File: src/rtl/mem_dcache.sv
// MEM-stage data-memory responder: direct-mapped, one-word-per-line,
// write-through cache in front of a req/ack backing RAM.
module mem_dcache #(
  parameter int IDX_W = 4,
  parameter int TAG_W = 30 - IDX_W
) (
  input  logic        clk,
  input  logic        rst,
  input  logic        mem_ce_i,
  input  logic        mem_we_i,
  input  logic [31:0] mem_addr_i,
  input  logic [3:0]  mem_sel_i,
  input  logic [31:0] mem_data_i,
  output logic [31:0] mem_data_o,
  output logic        ram_hit1_o,
  output logic        ram_hit2_o,
  output logic        ram_req_o,
  output logic        ram_we_o,
  output logic [31:0] ram_addr_o,
  output logic [3:0]  ram_sel_o,
  output logic [31:0] ram_wdata_o,
  input  logic        ram_ack_i,
  input  logic [31:0] ram_rdata_i
);
  localparam int LINES = 1 << IDX_W;

  typedef enum logic [2:0] {IDLE, RD_REQ, RD_DONE, WR_REQ, WR_DONE} state_e;

  state_e            state_q, state_d;
  logic [LINES-1:0]  valid_q, valid_d;
  logic [TAG_W-1:0]  tag_q  [LINES];
  logic [31:0]       data_q [LINES];

  logic              req_q, req_d, we_q, we_d, hit2_q, hit2_d;
  logic [29:0]       addr_q, addr_d;
  logic [3:0]        sel_q, sel_d;
  logic [31:0]       wdata_q, wdata_d, rdata_q, rdata_d;

  logic              fill_en;
  logic [31:0]       fill_data, merged;
  logic [IDX_W-1:0]  in_idx, req_idx;
  logic [TAG_W-1:0]  in_tag, req_tag;
  logic              lookup_hit, req_line_hit, hit1;
  logic              addr_lsb_unused;

  assign addr_lsb_unused = ^mem_addr_i[1:0];

  assign in_idx  = mem_addr_i[2+IDX_W-1:2];
  assign in_tag  = mem_addr_i[31:2+IDX_W];
  assign req_idx = addr_q[IDX_W-1:0];
  assign req_tag = addr_q[29:IDX_W];

  assign lookup_hit   = valid_q[in_idx] && (tag_q[in_idx] == in_tag);
  assign req_line_hit = valid_q[req_idx] && (tag_q[req_idx] == req_tag);

  // Hit path is purely combinational; only IDLE may answer a load in-cycle.
  assign hit1 = (state_q == IDLE) && mem_ce_i && !mem_we_i && lookup_hit;

  assign ram_hit1_o  = hit1;
  assign ram_hit2_o  = hit2_q;
  assign ram_req_o   = req_q;
  assign ram_we_o    = we_q;
  assign ram_addr_o  = {addr_q, 2'b00};
  assign ram_sel_o   = sel_q;
  assign ram_wdata_o = wdata_q;

  always_comb begin
    mem_data_o = '0;
    if (hit1)                    mem_data_o = data_q[in_idx];
    else if (state_q == RD_DONE) mem_data_o = rdata_q;
  end

  always_comb begin
    merged = data_q[req_idx];
    for (int unsigned b = 0; b < 4; b++)
      if (sel_q[b]) merged[8*b +: 8] = wdata_q[8*b +: 8];
  end

  always_comb begin
    state_d   = state_q;
    valid_d   = valid_q;
    req_d     = req_q;
    we_d      = we_q;
    hit2_d    = 1'b0;
    addr_d    = addr_q;
    sel_d     = sel_q;
    wdata_d   = wdata_q;
    rdata_d   = rdata_q;
    fill_en   = 1'b0;
    fill_data = ram_rdata_i;
    unique case (state_q)
      IDLE: begin
        if (mem_ce_i && (mem_we_i || !lookup_hit)) begin
          addr_d  = mem_addr_i[31:2];
          wdata_d = mem_data_i;
          req_d   = 1'b1;
          we_d    = mem_we_i;
          sel_d   = mem_we_i ? mem_sel_i : 4'b1111;
          state_d = mem_we_i ? WR_REQ : RD_REQ;
        end
      end
      RD_REQ: begin
        if (ram_ack_i) begin
          fill_en = 1'b1;
          rdata_d = ram_rdata_i;
          req_d   = 1'b0;
          hit2_d  = 1'b1;
          state_d = RD_DONE;
        end
      end
      WR_REQ: begin
        if (ram_ack_i) begin
          // Merge into a resident line; allocate on miss only for full words.
          if (req_line_hit) begin
            fill_en   = 1'b1;
            fill_data = merged;
          end else if (sel_q == 4'b1111) begin
            fill_en   = 1'b1;
            fill_data = wdata_q;
          end
          req_d   = 1'b0;
          we_d    = 1'b0;
          hit2_d  = 1'b1;
          state_d = WR_DONE;
        end
      end
      RD_DONE, WR_DONE: state_d = IDLE;
      default:          state_d = IDLE;
    endcase
    if (fill_en) valid_d[req_idx] = 1'b1;
  end

  always_ff @(posedge clk or negedge rst) begin
    if (!rst) begin
      state_q <= IDLE;
      valid_q <= '0;
      req_q   <= 1'b0;
      we_q    <= 1'b0;
      hit2_q  <= 1'b0;
      addr_q  <= '0;
      sel_q   <= '0;
      wdata_q <= '0;
      rdata_q <= '0;
    end else begin
      state_q <= state_d;
      valid_q <= valid_d;
      req_q   <= req_d;
      we_q    <= we_d;
      hit2_q  <= hit2_d;
      addr_q  <= addr_d;
      sel_q   <= sel_d;
      wdata_q <= wdata_d;
      rdata_q <= rdata_d;
    end
  end

  always_ff @(posedge clk) begin
    if (fill_en) begin
      data_q[req_idx] <= fill_data;
      tag_q[req_idx]  <= req_tag;
    end
  end
endmodule

File: config.mk
export PLATFORM = sky130hd
export DESIGN_NAME = mem_dcache
export DESIGN_NICKNAME = d
export VERILOG_FILES = /design/src/rtl/mem_dcache.sv
export SDC_FILE = /design/constraint.sdc
export NUM_CORES = 1
export LEC_CHECK = 0
export CORE_MARGIN = 1.5
export CORE_UTILIZATION = 60
export CTS_BUF_LIST = sky130_fd_sc_hd__clkbuf_2 sky130_fd_sc_hd__clkbuf_4 sky130_fd_sc_hd__clkbuf_8
export CTS_CLUSTER_SIZE = 28
export DETAILED_ROUTE_END_ITERATION = 16
export DONT_BUFFER_PORTS = 1
export PLACE_DENSITY_LB_ADDON = 0.1
export SETUP_SLACK_MARGIN = 0.05
export SLEW_MARGIN = 40
export SYNTH_ARGS = -nofsm -noshare
export SYNTH_HDL_FRONTEND = slang
export SYNTH_SLANG_ARGS = --single-unit
File: constraint.sdc
create_clock -name clk -period 6.5 [get_ports clk]
set_clock_uncertainty 0.05 [all_clocks]
set_input_delay 0.65 -clock clk [delete_from_list [all_inputs] [get_ports clk]]
set_output_delay 0.65 -clock clk [all_outputs]
set_load 0.05 [all_outputs]
==> key figures, run 1 <==
Outcome
  – Status: completed

Floorplan
  – Initial Util: 60.87%
  – Boundary pin count: 209
  – Die width: 278.5 microns
  – Core area: 74820 sq um
  – Die Span Y: 278.5 microns
  – Die ar.: 77570 sq um
  – Row count: 100

Clocking
  – CTS tree: yes
  – Total CTS buffers: 164
  – Max clock buf depth: 3
  – Root Driver: clkbuf_8
  – Num Clock Sinks: 1048
  – H-tree depth reported by CTS: 4
  – Skew-Pair Late Insertion Delay: 0.83 ns
  – Clock slew seen by the registers of the worst setup and hold paths: 0.06 ns

Critical path
  – Worst R2R Start: addr_q[0]
  – Critical Path AT: 5.00 ns
  – Required @ worst endpoint: 5.80 ns
  – Crit. End Element: output pin
  – R2R setup slack: 1.25 ns
  – CP Class: flip-flop to output pin
  – Critical path startpoint: tag_q[10][23]
  – Startpoint Class: flip-flop
  – FF-to-FF End: tag_q[4][5]
  – Worst R2R Path Depth: 12
  – CP max FO: 34

Min path
  – Hold Path Cell Cnt: 2
  – Startpoint of the worst hold path: mem_sel_i[0]
  – Worst hold path endpoint: ram_sel_o[0]
  – Worst Hold Class: primary input to flip-flop

Detailed routing
  – Wirelength, routed: 117700 microns
  – Final ANT Viol Nets: 0
  – DR pass1 iterations: 5
  – Drt wl/cell: 31.61 microns
  – Mean number of vias per cell: 6.699
  – DRC: 0
  – DR iter-0 viols: 2681
  – Via Count: 24.93k

Logic synthesis
  – Yosys Warn Count: 0
  – Area leader, netlist: edfxtp_1
  – Asr flop ratio synth: 11.45%
  – Flops & latches, synth: 1048
  – Post-Syn Area: 45550 sq um
  – Post-synthesis average cell area: 18.97 sq um
  – Synth cell count leaders: edfxtp_1 (928), mux4_2 (327), mux2_2 (153)
  – Sequential cell area fraction in the yosys report: 67.77%
  – Top-count cell post-synth: edfxtp_1
  – Top area cells in the synthesized netlist: edfxtp_1 (61%), mux4_2 (16%), dfrtp_1 (6.6%)
  – Yosys top cell area share: 61.18%
  – Yosys cell types: 72
  – Post-synth EDFFs: 928
  – Post-synth top flop: edfxtp_1
  – Cells after Synth: 2401

STA
  – Final Slew Violations: 0
  – Slew @ Worst Pin: 0.8724 ns
  – RSZ-0062 raised after global routing: no
  – Fmax: 175.5 MHz
  – Hold Vio Cnt, Final: 0
  – Setup TNS: 0 ns
  – Slew headroom: 41.62%
  – Period utilisation layout: 87.68%
  – Setup violators final: 0
  – Fin crit period: 5.699 ns

Layout
  – Final nets: 2719
  – Share of cells above drive strength 1: 34.10%
  – Multi-input logic area: 14120 sq um
  – Layout fillers: 4806
  – Sequential cell area: 30890 sq um
  – Synth-to-layout area growth: 13.08%

Global route
  – All-Layer GR Usage: 30.91%
  – Number of global-route vias before repair: 26.01k
  – First-pass GRT wire length: 171900 microns
  – Antenna violations before repair: 3
  – Aggregate global routing overflow: 0
  – Pin count of the biggest net entering global routing: 208

Power
  – PD cells: 401.0 nW/um^2
  – Psw: 7167 uW
  – Overall Power: 20650 uW
  – Maximum vdd drop: 0.2947 mV
  – Leakage: 0.01732 uW
  – Comb pwr share: 25.4%
  – P_int: 13490 uW
  – Sw frac: 34.70%
  – Clock power share: 27.4%
  – Flop pwr share: 47.2%

Placement
  – Number of port buffers: 0
  – Gpl congestion: 0.8653
  – DP HPWL: 70300 microns

Run
  – Total of max-cap violations: 0
==> cell type report <==
type / count / share of cell area [%]
clock buffer: 238 / 5.595
clock inverter: 65 / 0.9523
tap: 969 / 2.354
sequential: 1048 / 59.98
antenna: 2 / 0.009717
timing repair buffer: 194 / 3.566
multi-input combinational: 1188 / 27.41
inverter: 18 / 0.1312
==> metal layers <==
metal  global-route usage, %  vias up  wire (microns)
met3                   5.751      269            9420
met2                   51.21     1242           59000
met1                   40.72    13110           44720
met4                   13.14        0            4522
met5                       0        -               0
li1                        -    10313               -
==> layout by cell type (no fill, tap or decap), types with 24 or more instances in the layout <==
master,synthesis,layout
a22oi_1,27,27
buf_4,24,85
clkbuf_4,0,63
clkbuf_8,0,175
clkinv_1,1,25
clkinv_2,0,24
dfrtp_1,120,108
dlygate4sd3_1,0,100
edfxtp_1,928,928
mux2_2,153,153
mux2i_1,139,139
mux4_2,327,327
nand2_1,105,105
nand3_1,46,46
nor2_1,84,36
nor2_2,0,33
nor3_1,35,30
o21ai_0,26,26
xnor2_1,27,27
xor2_1,34,34
==> worst max-delay path, stage by stage, from the launching register on <==
cell	delay, ns
edfxtp_1	0.40
mux4_2	0.50
mux2i_1	0.28
mux2i_1	0.15
xor2_1	0.19
nor4_1	0.51
nand4_1	0.47
nor4_4	0.38
buf_4	0.52
nand3_1	0.29
nand2_1	0.44
==> how the worst max path moves through the flow <==
stage,end,slack [ns],cells past startpoint
2_1_floorplan,tag_q[14][0],0.74,13
3_3_place_gp,tag_q[12][3],1.13,12
3_5_place_dp,tag_q[4][0],1.29,12
4_1_cts,mem_data_o[1],0.85,9
5_1_grt,mem_data_o[1],0.63,10
6_report,mem_data_o[31],0.80,10
==> kinds of logic after synthesis <==
| kind of cell | after synthesis | share of synthesized area [%] |
|---|---|---|
| DFF | 1048 | 67.77 |
| muxes | 629 | 23.25 |
| and+or+nand+nor | 335 | 3.461 |
| buffers and inverters | 166 | 1.840 |
| AOI/OAI and AO/OA | 161 | 2.489 |
| xor gates and xnor gates | 61 | 1.173 |
| other | 1 | 0.008233 |
==> sequential cells by signal (all words and copies together), names as in the netlist <==
signal       cells
data_q         512
tag_q          416
ram_wdata_o     32
rdata_q         32
addr_q          30
valid_q         16
ram_sel_o        4
state_q          3
ram_hit2_o       1
ram_req_o        1
ram_we_o         1
==> power by group through the flow <==
stage                     clock (uW)  sequential (uW)  combinational [uW]
after floorplan                    0             9790                3350
after global placement             0             9800                4980
after detailed placement           0             9860                5100
after CTS                       5730             9720                5190
after global routing            6020             9810                5480
final                           5660             9740                5250
==> through the flow <==
step / hold slack [ns] / instance area, sq um / setup WS [ns] / utilization (%) / cells
final: 0.06579 / 51500 / 0.8010 / 68.83 / 3722
after global routing: 0.04770 / 51500 / 0.6342 / 68.83 / 3722
after CTS: 0.01568 / 51460 / 0.8504 / 68.77 / 3720
after detailed placement: 0.3103 / 47060 / 1.291 / 62.89 / 3316
after global placement: 0.3102 / 46890 / 1.129 / 62.67 / 3313
after floorplan: 0.3044 / 45550 / 0.7429 / - / 2402
==> repair_timing <==
item / CTS / global route
hold buffers: 101 / 0
setup endpoints to repair: 0 / 0
gates resized for setup: 0 / 0
buffers inserted: 0 / 0
hold endpoints to repair: 219 / 0
No activity file was read; power rests on OpenSTA's default activity.
==> run 2: changes to the inputs <==
CORE_MARGIN = 3   (was 1.5)
==> key figures, run 2 (same netlist as run 1, synthesis figures left out) <==
Outcome
  – Status: completed

Global route
  – Aggregate global routing overflow: 0
  – Pin count of the biggest net entering global routing: 208
  – Antenna violations before repair: 1
  – Number of global-route vias before repair: 26.38k
  – All-Layer GR Usage: 29.79%
  – First-pass GRT wire length: 170700 microns

Layout
  – Biggest regs: data_q (512), tag_q (416)
  – Max reg flops: 512
  – Synth-to-layout area growth: 13.59%
  – Most common cell after layout, fill and taps aside: edfxtp_1
  – Final nets: 2745
  – Layout fillers: 4764
  – Commonest non-fill, non-tap cells in the layout: edfxtp_1 (928), mux4_2 (327), clkbuf_8 (181)
  – Top reg by flops: data_q
  – Share of cells above drive strength 1: 33.75%

Clocking
  – CTS tree: yes
  – Root Driver: clkbuf_8
  – Skew-Pair Late Insertion Delay: 0.82 ns
  – Max clock buf depth: 3
  – Total CTS buffers: 167
  – Setup repair bufs after CTS: 0
  – Clock slew seen by the registers of the worst setup and hold paths: 0.07 ns
  – H-tree depth reported by CTS: 4
  – Num Clock Sinks: 1048

Detailed routing
  – Via Count: 24.88k
  – Final ANT Viol Nets: 0
  – Mean number of vias per cell: 6.636
  – Wirelength, routed: 115200 microns
  – Drt wl/cell: 30.72 microns
  – DR iter-0 viols: 2658
  – DR pass1 iterations: 5
  – DRC: 0

Power
  – Leakage: 0.01751 uW
  – PD cells: 400.5 nW/um^2
  – Maximum vdd drop: 0.3851 mV

STA
  – Final hold slack: 0.1730 ns
  – Fmax: 182.4 MHz
  – Fin crit period: 5.482 ns
  – Setup TNS: 0 ns
  – Slew @ Worst Pin: 1.015 ns
  – Setup violators final: 0
  – Slew headroom: 32.37%
  – RSZ-0062 raised after global routing: no
  – Period utilisation layout: 84.33%
  – Final Slew Violations: 0
  – Hold Vio Cnt, Final: 0

Run
  – Total of max-cap violations: 0

Critical path
  – Crit. End Element: output pin
  – CP max FO: 2
  – Required @ worst endpoint: 5.80 ns
  – Critical path startpoint: tag_q[0][21]
  – Worst R2R Start: addr_q[3]
  – Startpoint Class: flip-flop
  – CP Class: flip-flop to output pin
  – Critical Path AT: 4.78 ns

Floorplan
  – Die ar.: 79250 sq um
  – Die width: 281.5 microns
  – Row count: 100
  – Core area: 74820 sq um
  – Initial Util: 60.87%
  – Die Span Y: 281.5 microns
  – Boundary pin count: 209

Placement
  – Gpl congestion: 0.8749
  – Number of port buffers: 0
  – DP HPWL: 69100 microns

Min path
  – Startpoint of the worst hold path: ram_ack_i
  – Worst Hold Class: primary input to flip-flop
-- run 2: cell count changes in the layout (fill, tap and decap cells not counted), moves of 2 or more --
| cell | previous run | this run |
|---|---|---|
| a21oi_2 | 1 | 3 |
| buf_4 | 85 | 104 |
| clkbuf_4 | 63 | 77 |
| clkbuf_8 | 175 | 181 |
| clkinv_1 | 25 | 20 |
| clkinv_2 | 24 | 13 |
| dfrtp_1 | 108 | 110 |
| dfrtp_2 | 9 | 7 |
| dlygate4sd3_1 | 100 | 102 |
| nor2_1 | 36 | 64 |
| nor2_2 | 33 | 5 |
-- run 2: final cells by class --
cell class              count  area, sq um  share of cell area, %
diodes                      1        2.502               0.004837
clock buffers             258         3069                  5.932
clock inverters            50        424.2                 0.8199
inverters                  18        67.56                 0.1306
multi-input cells        1188        14030                  27.12
flip-flops and latches   1048        30890                  59.71
well taps                 969         1212                  2.343
repair buffers            217         2042                  3.947
-- run 2: stage by stage --
stage                     std cells  setup WS [ns]  instance area (sq um)  util, %  power, uW
after floorplan                2402         0.7429                  45550        -      13140
after global placement         3330          1.148                  47000    62.81      14720
after detailed placement       3336          1.318                  47140    63.00      14930
after CTS                      3747         0.9670                  51680    69.07      20760
after global routing           3749         0.8753                  51740    69.15      21500
final                          3749          1.018                  51740    69.15      20720
-- run 2: worst paths after layout --
kind	end	slack, ns	cells after the start
max	ram_hit1_o	1.02	7
min	state_q[2]	0.17	2
max reg2reg	tag_q[15][12]	1.20	14
min reg2reg	rdata_q[11]	0.45	1
max in group asynchronous	ram_wdata_o[12]	5.15	3
min in group asynchronous	addr_q[10]	0.39	2
-- run 2: repair_timing --
item,CTS,global route
resized for setup,0,0
hold endpoints to repair,220,0
hold buffers,103,0
-- run 2: metal layers --
layer / routed length (microns) / global-route usage (%)
met1: 43190 / 39.09
met2: 58040 / 49.26
met3: 9232 / 6.260
met4: 4708 / 12.59
met5: 0 / 0
-- run 2: where the power goes --
group	switching [uW]	total, uW	internal (uW)
Sequential	1180	9590	8410
Clock	2550	5770	3220
Combinational	3320	5360	2040
Total	7050	20700	13700
-- run 2: worst max-delay path, cell delays in order, from the launching register on --
cell and delay, ns:
edfxtp_1 0.40, mux4_2 0.46, mux2_2 0.27, a21oi_1 0.20, xor2_1 0.60, o2111ai_1 0.50, nor4_1 0.88, and2_1 0.67
==> run 3: changes to the inputs <==
clock period = 4.55 ns   (was 6.5 ns; I/O delays follow)
==> key figures, run 3 (same netlist as run 1, synthesis figures left out) <==
Outcome
  – Status: completed

Power
  – Maximum vdd drop: 0.5210 mV
  – PD cells: 569.8 nW/um^2
  – Leakage: 0.01843 uW
  – Overall Power: 30610 uW

Layout
  – Top reg by flops: data_q
  – Synth-to-layout area growth: 17.94%
  – Non-Filler Instances: 3884
  – Fin area: 53720 sq um
  – Share of cells above drive strength 1: 37.01%
  – Final nets: 2873
  – Commonest non-fill, non-tap cells in the layout: edfxtp_1 (928), mux4_2 (327), clkbuf_8 (181)
  – Post-layout utilization of the core: 71.80%
  – Most common cell after layout, fill and taps aside: edfxtp_1
  – Max reg flops: 512
  – Biggest regs: data_q (512), tag_q (416)

Clocking
  – Total CTS buffers: 167
  – Skew-Pair Late Insertion Delay: 0.82 ns
  – Root Driver: clkbuf_8
  – CTS tree: yes
  – H-tree depth reported by CTS: 4
  – Clock slew seen by the registers of the worst setup and hold paths: 0.06 ns
  – Num Clock Sinks: 1048
  – Max clock buf depth: 3

Global route
  – First-pass GRT wire length: 178200 microns
  – Aggregate global routing overflow: 0
  – Number of global-route vias before repair: 26.96k
  – All-Layer GR Usage: 31.20%
  – Pin count of the biggest net entering global routing: 208
  – Antenna violations before repair: 3

Run
  – Total of max-cap violations: 0

STA
  – Final Slew Violations: 0
  – Slew @ Worst Pin: 0.8919 ns
  – Setup TNS: 0 ns
  – Fmax: 221.1 MHz
  – Fin crit period: 4.523 ns
  – RSZ-0062 raised after global routing: yes
  – Setup violators final: 0
  – Slew headroom: 40.42%
  – Period utilisation layout: 99.42%
  – Hold Vio Cnt, Final: 0

Critical path
  – CP max FO: 8
  – Critical Path AT: 4.02 ns
  – Crit. End Element: output pin
  – CP Class: flip-flop to output pin
  – Startpoint Class: flip-flop
  – Worst R2R Path Depth: 12
  – Required @ worst endpoint: 4.05 ns

Detailed routing
  – Mean number of vias per cell: 6.663
  – Final ANT Viol Nets: 0
  – DR pass1 iterations: 6
  – Via Count: 25.88k
  – DRC: 0
  – DR iter-0 viols: 2835
  – Drt wl/cell: 31.17 microns
  – Wirelength, routed: 121100 microns

Floorplan
  – Row count: 100
  – Die width: 281.5 microns
  – Boundary pin count: 209
  – Core area: 74820 sq um
  – Die Span Y: 281.5 microns
  – Initial Util: 60.87%
  – Die ar.: 79250 sq um

Min path
  – Hold Path Cell Cnt: 1
  – Worst Hold Class: primary input to flip-flop

Placement
  – Placed Cells incl. Taps: 3461
  – DP HPWL: 75100 microns
  – Number of port buffers: 0
  – Gpl congestion: 0.9334
  – Cell Area, Placed: 48940 sq um
[run 3: cell count changes in the layout (fill, tap and decap cells not counted), sizes merged]
cell / change
inv: +3
bufinv: +2
diode: +4
clkinvlp: -3
clkbuf: -23
dlygate4sd3: -1
buf: +128
clkinv: +25
[run 3: where the power goes]
part | internal (uW) | total (uW) | switching (uW)
logic | 3550 | 8910 | 5360
clock network | 4530 | 8230 | 3700
registers | 12000 | 13500 | 1470
total | 20100 | 30600 | 10500
[run 3: per-layer routing]
layer,share of wire [%],GRT usage [%],wire length [microns]
met5,0,0,0
met2,51,51.86,61570
met1,37,41.08,44750
met4,4.1,13.15,4942
met3,8.1,6.036,9789
[run 3: final timing paths]
kind                            startpoint  slack (ns)              to
max in group asynchronous              rst        3.50       addr_q[0]
max                            tag_q[7][3]        0.03  mem_data_o[30]
min reg2reg                     valid_q[1]        0.45      valid_q[1]
max reg2reg                      addr_q[0]        0.19   data_q[10][0]
min                        ram_rdata_i[18]        0.05   data_q[0][18]
min in group asynchronous              rst        0.24      rdata_q[9]
[run 3: timing repair]
item,in CTS,in global routing
hold buffers,102,0
resized for setup,15,34
endpoints found under the setup margin,33,32
gates cloned,1,1
hold endpoints to repair,223,0
setup buffers,2,1
pin swaps,1,2
[run 3: layout make-up]
class | count | area, sq um
flip-flops and latches | 1048 | 30880
fillers | 4582 | 21100
multi-input cells | 1188 | 14190
repair buffers | 345 | 3891
clock buffers | 234 | 2889
well taps | 969 | 1212
clock inverters | 77 | 576.8
inverters | 18 | 67.56
diodes | 5 | 12.51
[run 3: per-stage QoR]
stage	hold WS [ns]	setup WS (ns)
2_1_floorplan	0.1094	0.03547
3_3_place_gp	0.1154	0.2799
3_5_place_dp	0.1154	0.2067
4_1_cts	0.004209	-0.03331
5_1_grt	0.06981	-0.1283
6_report	0.05402	0.02650
[run 3: critical path: stages (launching register included)]
cell,delay [ns]
edfxtp_1,0.41
mux4_2,0.48
mux2i_1,0.19
xor2_1,0.20
nor2_1,0.09
a2111o_1,0.39
or4b_4,0.50
nor4_4,0.15
buf_6,0.20
clkbuf_16,0.20
nand3_1,0.12
nand2_2,0.13
buf_12,0.14
